## src/rtl/uart_baud_pkg.sv

```systemverilog
// Purpose: shared constants, types and elaboration-time math for the UART baud tick generator.
// Latency: n/a (package only; everything here is evaluated at elaboration).
// Backpressure: n/a.
package uart_baud_pkg;

    // Number of defined rate codes; codes at or above this fold to the default.
    localparam int unsigned NUM_RATES = 12;

    // Rate code selected out of reset and substituted for undefined codes (9600 baud).
    localparam logic [3:0] DEFAULT_CODE = 4'd4;

    // Sub-tick counter width: covers OVERSAMPLE up to 64 (values 0..63).
    localparam int unsigned SUB_W = 6;

    // Baud rate per code, index = code.
    localparam int unsigned BAUD_RATES [NUM_RATES] = '{
        300, 1200, 2400, 4800, 9600, 19200,
        38400, 57600, 115200, 230400, 460800, 921600
    };

    // Counter sequencing: after reset the first enabled edge only arms the
    // generator, so counting begins from 0 on that edge rather than already
    // having advanced.
    typedef enum logic {
        GEN_ARMED = 1'b0,
        GEN_RUN   = 1'b1
    } gen_state_t;

    // Oversample divisor: round-half-up(clk_hz / (rate * oversample)), min 1.
    // Written as (2*clk + den) / (2*den) so the rounding stays in integers.
    function automatic logic [63:0] calc_div(input logic [63:0] clk_hz,
                                             input logic [63:0] oversample,
                                             input logic [63:0] rate);
        logic [63:0] den;
        logic [63:0] q;
        den = rate * oversample;
        if (den == 64'd0) begin
            q = 64'd1;
        end else begin
            q = (64'd2 * clk_hz + den) / (64'd2 * den);
        end
        if (q == 64'd0) begin
            q = 64'd1;
        end
        return q;
    endfunction

    // Map undefined codes onto the default rate.
    function automatic logic [3:0] fold_code(input logic [3:0] code);
        return (code < 4'(NUM_RATES)) ? code : DEFAULT_CODE;
    endfunction

endpackage

```

## src/rtl/baud_div_rom.sv

```systemverilog
// Purpose: combinational rate-code to oversample-divisor lookup, with undefined codes folded to 9600.
// Latency: 0 cycles (pure combinational table built at elaboration).
// Backpressure: none; output follows input every cycle.
//
// Ports:
//   code - requested rate code (any 4-bit value)
//   sel  - effective rate code after folding undefined codes
//   div  - oversample divisor for the effective rate
import uart_baud_pkg::*;

module baud_div_rom #(
    parameter int unsigned CLK_HZ     = 100_000_000,
    parameter int unsigned OVERSAMPLE = 16,
    parameter int unsigned CNT_W      = 19
) (
    input  logic [3:0]       code,
    output logic [3:0]       sel,
    output logic [CNT_W-1:0] div
);

    // Full 16-entry table so any 4-bit code indexes a real entry; the upper
    // entries already carry the default divisor.
    logic [CNT_W-1:0] div_tab [16];

    for (genvar i = 0; i < 16; i++) begin : g_tab
        localparam logic [3:0]  ENTRY_CODE = fold_code(4'(i));
        localparam logic [63:0] DIV_FULL   = calc_div(64'(CLK_HZ), 64'(OVERSAMPLE),
                                                      64'(BAUD_RATES[ENTRY_CODE]));

        // A divisor that does not fit the counter would silently alias to a
        // wrong rate, so refuse to elaborate instead.
        if (DIV_FULL >= (64'd1 << CNT_W)) begin : g_div_too_wide
            $error("baud_div_rom: divisor for code %0d does not fit in CNT_W bits", i);
        end

        assign div_tab[i] = DIV_FULL[CNT_W-1:0];
    end

    always_comb begin
        sel = fold_code(code);
        div = div_tab[code];
    end

endmodule

```

## src/rtl/baud_tick_gen.sv

```systemverilog
// Purpose: UART baud tick generator; rx_tick at OVERSAMPLE x baud, tx_tick at 1 x baud, phase-locked.
// Latency: ticks registered; first rx_tick os_div edges after a load, first tx_tick OVERSAMPLE*os_div edges after.
// Backpressure: en=0 freezes both counters and forces ticks low, stretching periods by the disabled cycles.
//
// Ports:
//   clk          - system clock, rising edge
//   rst          - asynchronous active-low reset
//   en           - count enable
//   baud_load    - strobe capturing baud_control; restarts both counters
//   baud_control - requested rate code
//   rx_tick      - one-cycle pulse every os_div cycles
//   tx_tick      - one-cycle pulse every OVERSAMPLE rx ticks, coincident with an rx_tick
//   baud_sel     - active (folded) rate code
//   os_div       - active oversample divisor
import uart_baud_pkg::*;

module baud_tick_gen #(
    parameter int unsigned CLK_HZ     = 100_000_000,
    parameter int unsigned OVERSAMPLE = 16,
    parameter int unsigned CNT_W      = 19
) (
    input  logic             clk,
    input  logic             rst,
    input  logic             en,
    input  logic             baud_load,
    input  logic [3:0]       baud_control,
    output logic             rx_tick,
    output logic             tx_tick,
    output logic [3:0]       baud_sel,
    output logic [CNT_W-1:0] os_div
);

    if (OVERSAMPLE < 1 || OVERSAMPLE > 64) begin : g_bad_oversample
        $error("baud_tick_gen: OVERSAMPLE must be in 1..64");
    end

    localparam logic [63:0]       RST_DIV_FULL = calc_div(64'(CLK_HZ), 64'(OVERSAMPLE),
                                                          64'(BAUD_RATES[DEFAULT_CODE]));
    localparam logic [CNT_W-1:0]  RST_DIV      = RST_DIV_FULL[CNT_W-1:0];
    localparam logic [SUB_W-1:0]  SUB_LAST     = SUB_W'(OVERSAMPLE - 1);

    logic [3:0]       rom_sel;
    logic [CNT_W-1:0] rom_div;

    baud_div_rom #(
        .CLK_HZ     (CLK_HZ),
        .OVERSAMPLE (OVERSAMPLE),
        .CNT_W      (CNT_W)
    ) u_div_rom (
        .code (baud_control),
        .sel  (rom_sel),
        .div  (rom_div)
    );

    gen_state_t       state;
    logic [CNT_W-1:0] os_cnt;
    logic [SUB_W-1:0] sub_cnt;
    logic             os_wrap;
    logic             sub_wrap;

    // os_div >= 1 always, so os_div-1 never underflows; with os_div=1 the
    // counter sits at 0 and wraps every enabled cycle.
    assign os_wrap  = (os_cnt == (os_div - CNT_W'(1)));
    assign sub_wrap = (sub_cnt == SUB_LAST);

    always_ff @(posedge clk or negedge rst) begin
        if (!rst) begin
            state    <= GEN_ARMED;
            os_cnt   <= '0;
            sub_cnt  <= '0;
            rx_tick  <= 1'b0;
            tx_tick  <= 1'b0;
            baud_sel <= DEFAULT_CODE;
            os_div   <= RST_DIV;
        end else if (baud_load) begin
            // The load edge itself is cycle 0 of the new period, whether or
            // not en is high, so the generator is left running.
            state    <= GEN_RUN;
            os_cnt   <= '0;
            sub_cnt  <= '0;
            rx_tick  <= 1'b0;
            tx_tick  <= 1'b0;
            baud_sel <= rom_sel;
            os_div   <= rom_div;
        end else if (!en) begin
            rx_tick  <= 1'b0;
            tx_tick  <= 1'b0;
        end else if (state == GEN_ARMED) begin
            // First enabled edge after reset: counters stay at 0 here.
            state    <= GEN_RUN;
            rx_tick  <= 1'b0;
            tx_tick  <= 1'b0;
        end else if (os_wrap) begin
            os_cnt   <= '0;
            rx_tick  <= 1'b1;
            if (sub_wrap) begin
                sub_cnt <= '0;
                tx_tick <= 1'b1;
            end else begin
                sub_cnt <= sub_cnt + SUB_W'(1);
                tx_tick <= 1'b0;
            end
        end else begin
            os_cnt   <= os_cnt + CNT_W'(1);
            rx_tick  <= 1'b0;
            tx_tick  <= 1'b0;
        end
    end

endmodule

```

## config.mk

```make
export PLATFORM = sky130hd
export DESIGN_NAME = baud_tick_gen
export DESIGN_NICKNAME = d
export VERILOG_FILES = /design/src/rtl/uart_baud_pkg.sv /design/src/rtl/baud_div_rom.sv /design/src/rtl/baud_tick_gen.sv
export SDC_FILE = /design/constraint.sdc
export NUM_CORES = 1
export LEC_CHECK = 0
export CAP_MARGIN = 20
export CORE_MARGIN = 2
export CORE_UTILIZATION = 51
export DETAILED_ROUTE_END_ITERATION = 6
export GPL_TIMING_DRIVEN = 1
export PLACE_DENSITY = 0.76
export SYNTH_ARGS = -nofsm -noshare
export SYNTH_HDL_FRONTEND = slang
export SYNTH_SLANG_ARGS = --single-unit
```

## constraint.sdc

```tcl
create_clock -name clk -period 2.6 [get_ports clk]
set_input_delay 0.52 -clock clk [delete_from_list [all_inputs] [get_ports clk]]
set_output_delay 0.52 -clock clk [all_outputs]
set_load 0.03 [all_outputs]
```

==> summary.md <==
| Metric | Value |
|---|---|
| Core ar. | 5820 um^2 |
| Post-Synthesis Cells | 345 |
| Commonest cells in the netlist | dfrtp_1 (40), nor2_1 (37), nand3_1 (25), inv_1 (20) |
| Synth-to-Final Area Change | 22.0% |
| Final core utilization | 0.633 |
| DRC | 0 |
| Clock share of power | 0.264 |
| #FFs+latches synth | 46 |
| Clock latency on the worst-skew pair | 0.31 ns |
| Period utilization | 1.05 |
| Antenna-violating nets left | 0 |
| Clock Skews | 0.0161 ns |
| Hold buffer count at CTS | 0 |
| Cell taking the most area after synthesis | dfrtp_1 |
| Vias/cell | 5.72 |
| Slew Limit Headroom | 0.518 |
| Post-Place Cell Area | 3530 um^2 |
| Syn. warnings | 0 |
| First-pass GRT wire length | 12600 um |
| Asr flop ratio synth | 1.00 |
| Grt total ovfl | 0 |
| Critical Path Max Stage Delay | 0.52 ns |
| Initial Util | 0.519 |
| Worst slew pin tran | 0.718 ns |
| RSZ-0062 raised after global routing | true |
| Final Setup Violations | 19 |
| Area share of the largest cell type after synthesis | 0.332 |
| Critical path type | reg2reg |
| Gate power share | 0.255 |
| Final instance area | 3680 um^2 |
| Routability cong. | 0.984 |
| Die Wd | 80.9 um |
| Crit. Startpoint | os_div[0]$_DFFE_PN1P_ |
| Max Freq | 367 MHz |
| Peak supply drop | 316 uV |
| Status | complete, but fails checks |
| Leakage Power | 1.50 nW |
| Number of port buffers | 27 |
| CTS tree | yes |
| Worst-path fanout max | 7 |
| Max Slew Vio Count | 0 |
| Power Internal | 1.12 mW |
| 1st-iter DRT viols | 251 |
| Vias post-DR | 2675 |
| Routed WL per cell | 15.9 um |
| Ys flop type | dfrtp_1 |
| Failing checks | setup timing |
| Count leader, synth | dfrtp_1 |
| Arrival time at the worst endpoint | 2.95 ns |
| CP startpoint kind | flip-flop |
| Die Y | 80.9 um |
| Finished Layout Cells | 468 |
| P_sw | 0.522 mW |
| Final min period | 2.72 ns |
| First-pass iteration count of the detailed router | 4 |
| Clk slew on worst S/H paths | 0.09 ns |
| CTS root buffer | clkbuf_8 |
| Hold Path Class | in2async |
| Net Sw Frac | 0.318 |
| HPWL Detailed | 5350 um |
| CTS Buffer Depth | 2 |
| Layout Nets | 409 |
| Number of distinct library cells after synthesis | 60 |
| Final Hold Fails | 0 |
| Placed cell count | 458 |
| CTS Sinks | 46 |
| GRT Overall Usage | 0.248 |
| Final WL | 7420 um |
| Largest net degree at the start of global routing | 47 |
| Pwr dens | 446 nW/um^2 |
| Antenna violations before repair | 0 |
| Max-Cap Viols | 0 |
| Syn_area_per_cell | 8.74 um^2 |
| Power share of the sequential group | 0.481 |
| Crit-path cells | inv_2, ha_4, or4b_4, xnor2_1, or4_1, nand4_1, nand4_4, or4b_1, a21oi_1 |
| Synth top area cells | dfrtp_1 (33%), dfstp_2 (5.2%), nor2_1 (4.6%), nand3_1 (4.1%), xnor2_1 (4.1%) |
| Vias in the first global route | 2597 |
| Cell Rows | 28 |
| Post-synthesis sequential area ratio | 0.384 |
| Reg2reg start | os_div[0]$_DFFE_PN1P_ |
| N_diodes | 0 |
| Worst Path Required | 2.82 ns |
| DIE AREA | 6540 um^2 |
| Cell Area, Synth | 3020 um^2 |
| Worst Setup End Kind | flip-flop |
| Ports | 33 |
| H-Tree Depth | 2 |
| Cts bufs inserted | 5 |
| Layout cells sized above 1 | 0.188 |
| Post-synth EDFFs | 0 |
| Setup ws final | -0.124 ns |
| Slowest cell on the critical path | or4b_4 |
area by class of cell:
| type | instances | area, um^2 |
|---|---|---|
| sequential | 46 | 1160 |
| fill | 525 | 2140 |
| multi-input combinational | 258 | 1720 |
| clock buffer | 7 | 76.3 |
| tap | 75 | 93.8 |
| timing repair buffer | 61 | 546 |
| inverter | 20 | 75.1 |
| clock inverter | 1 | 7.51 |
stage by stage:
stage	total power [mW]	TNS (ns)	hold WS, ns	setup WS (ns)
floorplan	1.05	-0.285	0.224	-0.135
global placement	1.20	-0.162	0.465	-0.0516
detailed placement	1.21	-1.66	0.468	-0.152
CTS	1.65	-0.191	0.185	-0.0801
global route	1.72	-3.62	0.208	-0.239
finish	1.64	-0.382	0.185	-0.124
sequential cells by signal, indices dropped and copies added (netlist names):
signal	cells
tx_tick	1
sub_cnt	6
os_cnt	19
state	1
baud_sel	4
os_div	14
rx_tick	1
power by group through the flow:
stage / clock network, mW / logic, mW / registers [mW]
after floorplan: 0 / 0.204 / 0.848
after global placement: 0 / 0.405 / 0.798
after CTS: 0.445 / 0.414 / 0.787
after detailed placement: 0 / 0.409 / 0.799
after global routing: 0.475 / 0.454 / 0.794
final: 0.433 / 0.418 / 0.790
metal layers:
metal | vias up | part of all wire | global-route usage
met5 | - | 0 | 0
met4 | 0 | 0.016 | 0.0729
met3 | 12 | 0.036 | 0.0444
met2 | 60 | 0.47 | 0.394
met1 | 1283 | 0.47 | 0.348
li1 | 1320 | - | -
placed cells by master, fill, tap and decap left out, types with 3 or more instances in the layout:
master / instances
or3_1: 3
dfrtp_1: 39
o21ai_1: 3
or4_1: 5
nand2b_1: 6
a31o_2: 4
and3_1: 5
nand2_1: 15
xor2_1: 13
ha_1: 8
inv_1: 18
nor2b_1: 5
nor4_1: 7
a21oi_1: 18
a31oi_1: 5
clkbuf_8: 5
clkdlybuf4s50_1: 26
nor2_1: 37
xnor2_1: 14
mux2_2: 3
nor3_1: 7
conb_1: 5
dfstp_2: 6
buf_4: 32
nand3_1: 25
o21ai_0: 18
nand4_1: 10
final timing paths:
check / to / slack, ns / cells past startpoint
worst min-delay path: os_cnt[18]$_DFFE_PN0P_ / 0.19 / 2
max in group asynchronous: os_div[9]$_DFFE_PN1P_ / 2.06 / 2
worst min register to register: state$_DFFE_PN0P_ / 0.49 / 1
worst max-delay path: sub_cnt[3]$_DFFE_PN0P_ / -0.12 / 9
min in group clk: state$_DFFE_PN0P_ / 0.49 / 1
worst max register to register: sub_cnt[3]$_DFFE_PN0P_ / -0.12 / 9
logic make-up after synthesis:
| logic type | count (synthesis) | share of synthesized area |
|---|---|---|
| buffers and inverters | 45 | 0.0734 |
| adders and majority gates | 9 | 0.0373 |
| AOI/OAI and AO/OA | 70 | 0.147 |
| xor gates and xnor gates | 27 | 0.0784 |
| other | 1 | 0.00124 |
| and+or+nand+nor | 142 | 0.260 |
| muxes | 5 | 0.0178 |
| DFF | 46 | 0.384 |
what timing repair did:
item                                    CTS  global route
hold endpoints to repair                  0             0
endpoints found under the setup margin   26            27
setup buffers                             2             0
resized for setup                         4             6
pin swaps                                 0             4
critical path, delay by kind of cell, from the launching register on:
kind                     cells  cell delay [ns]
flip-flops                   1             0.38
AO/OA/AOI/OAI                1             0.16
AND/OR/NAND/NOR              5             1.75
adder cells (fa/ha/maj)      1             0.14
XOR/XNOR                     1             0.15
buffers and inverters        1             0.07
(Power assumes the default switching activity.)
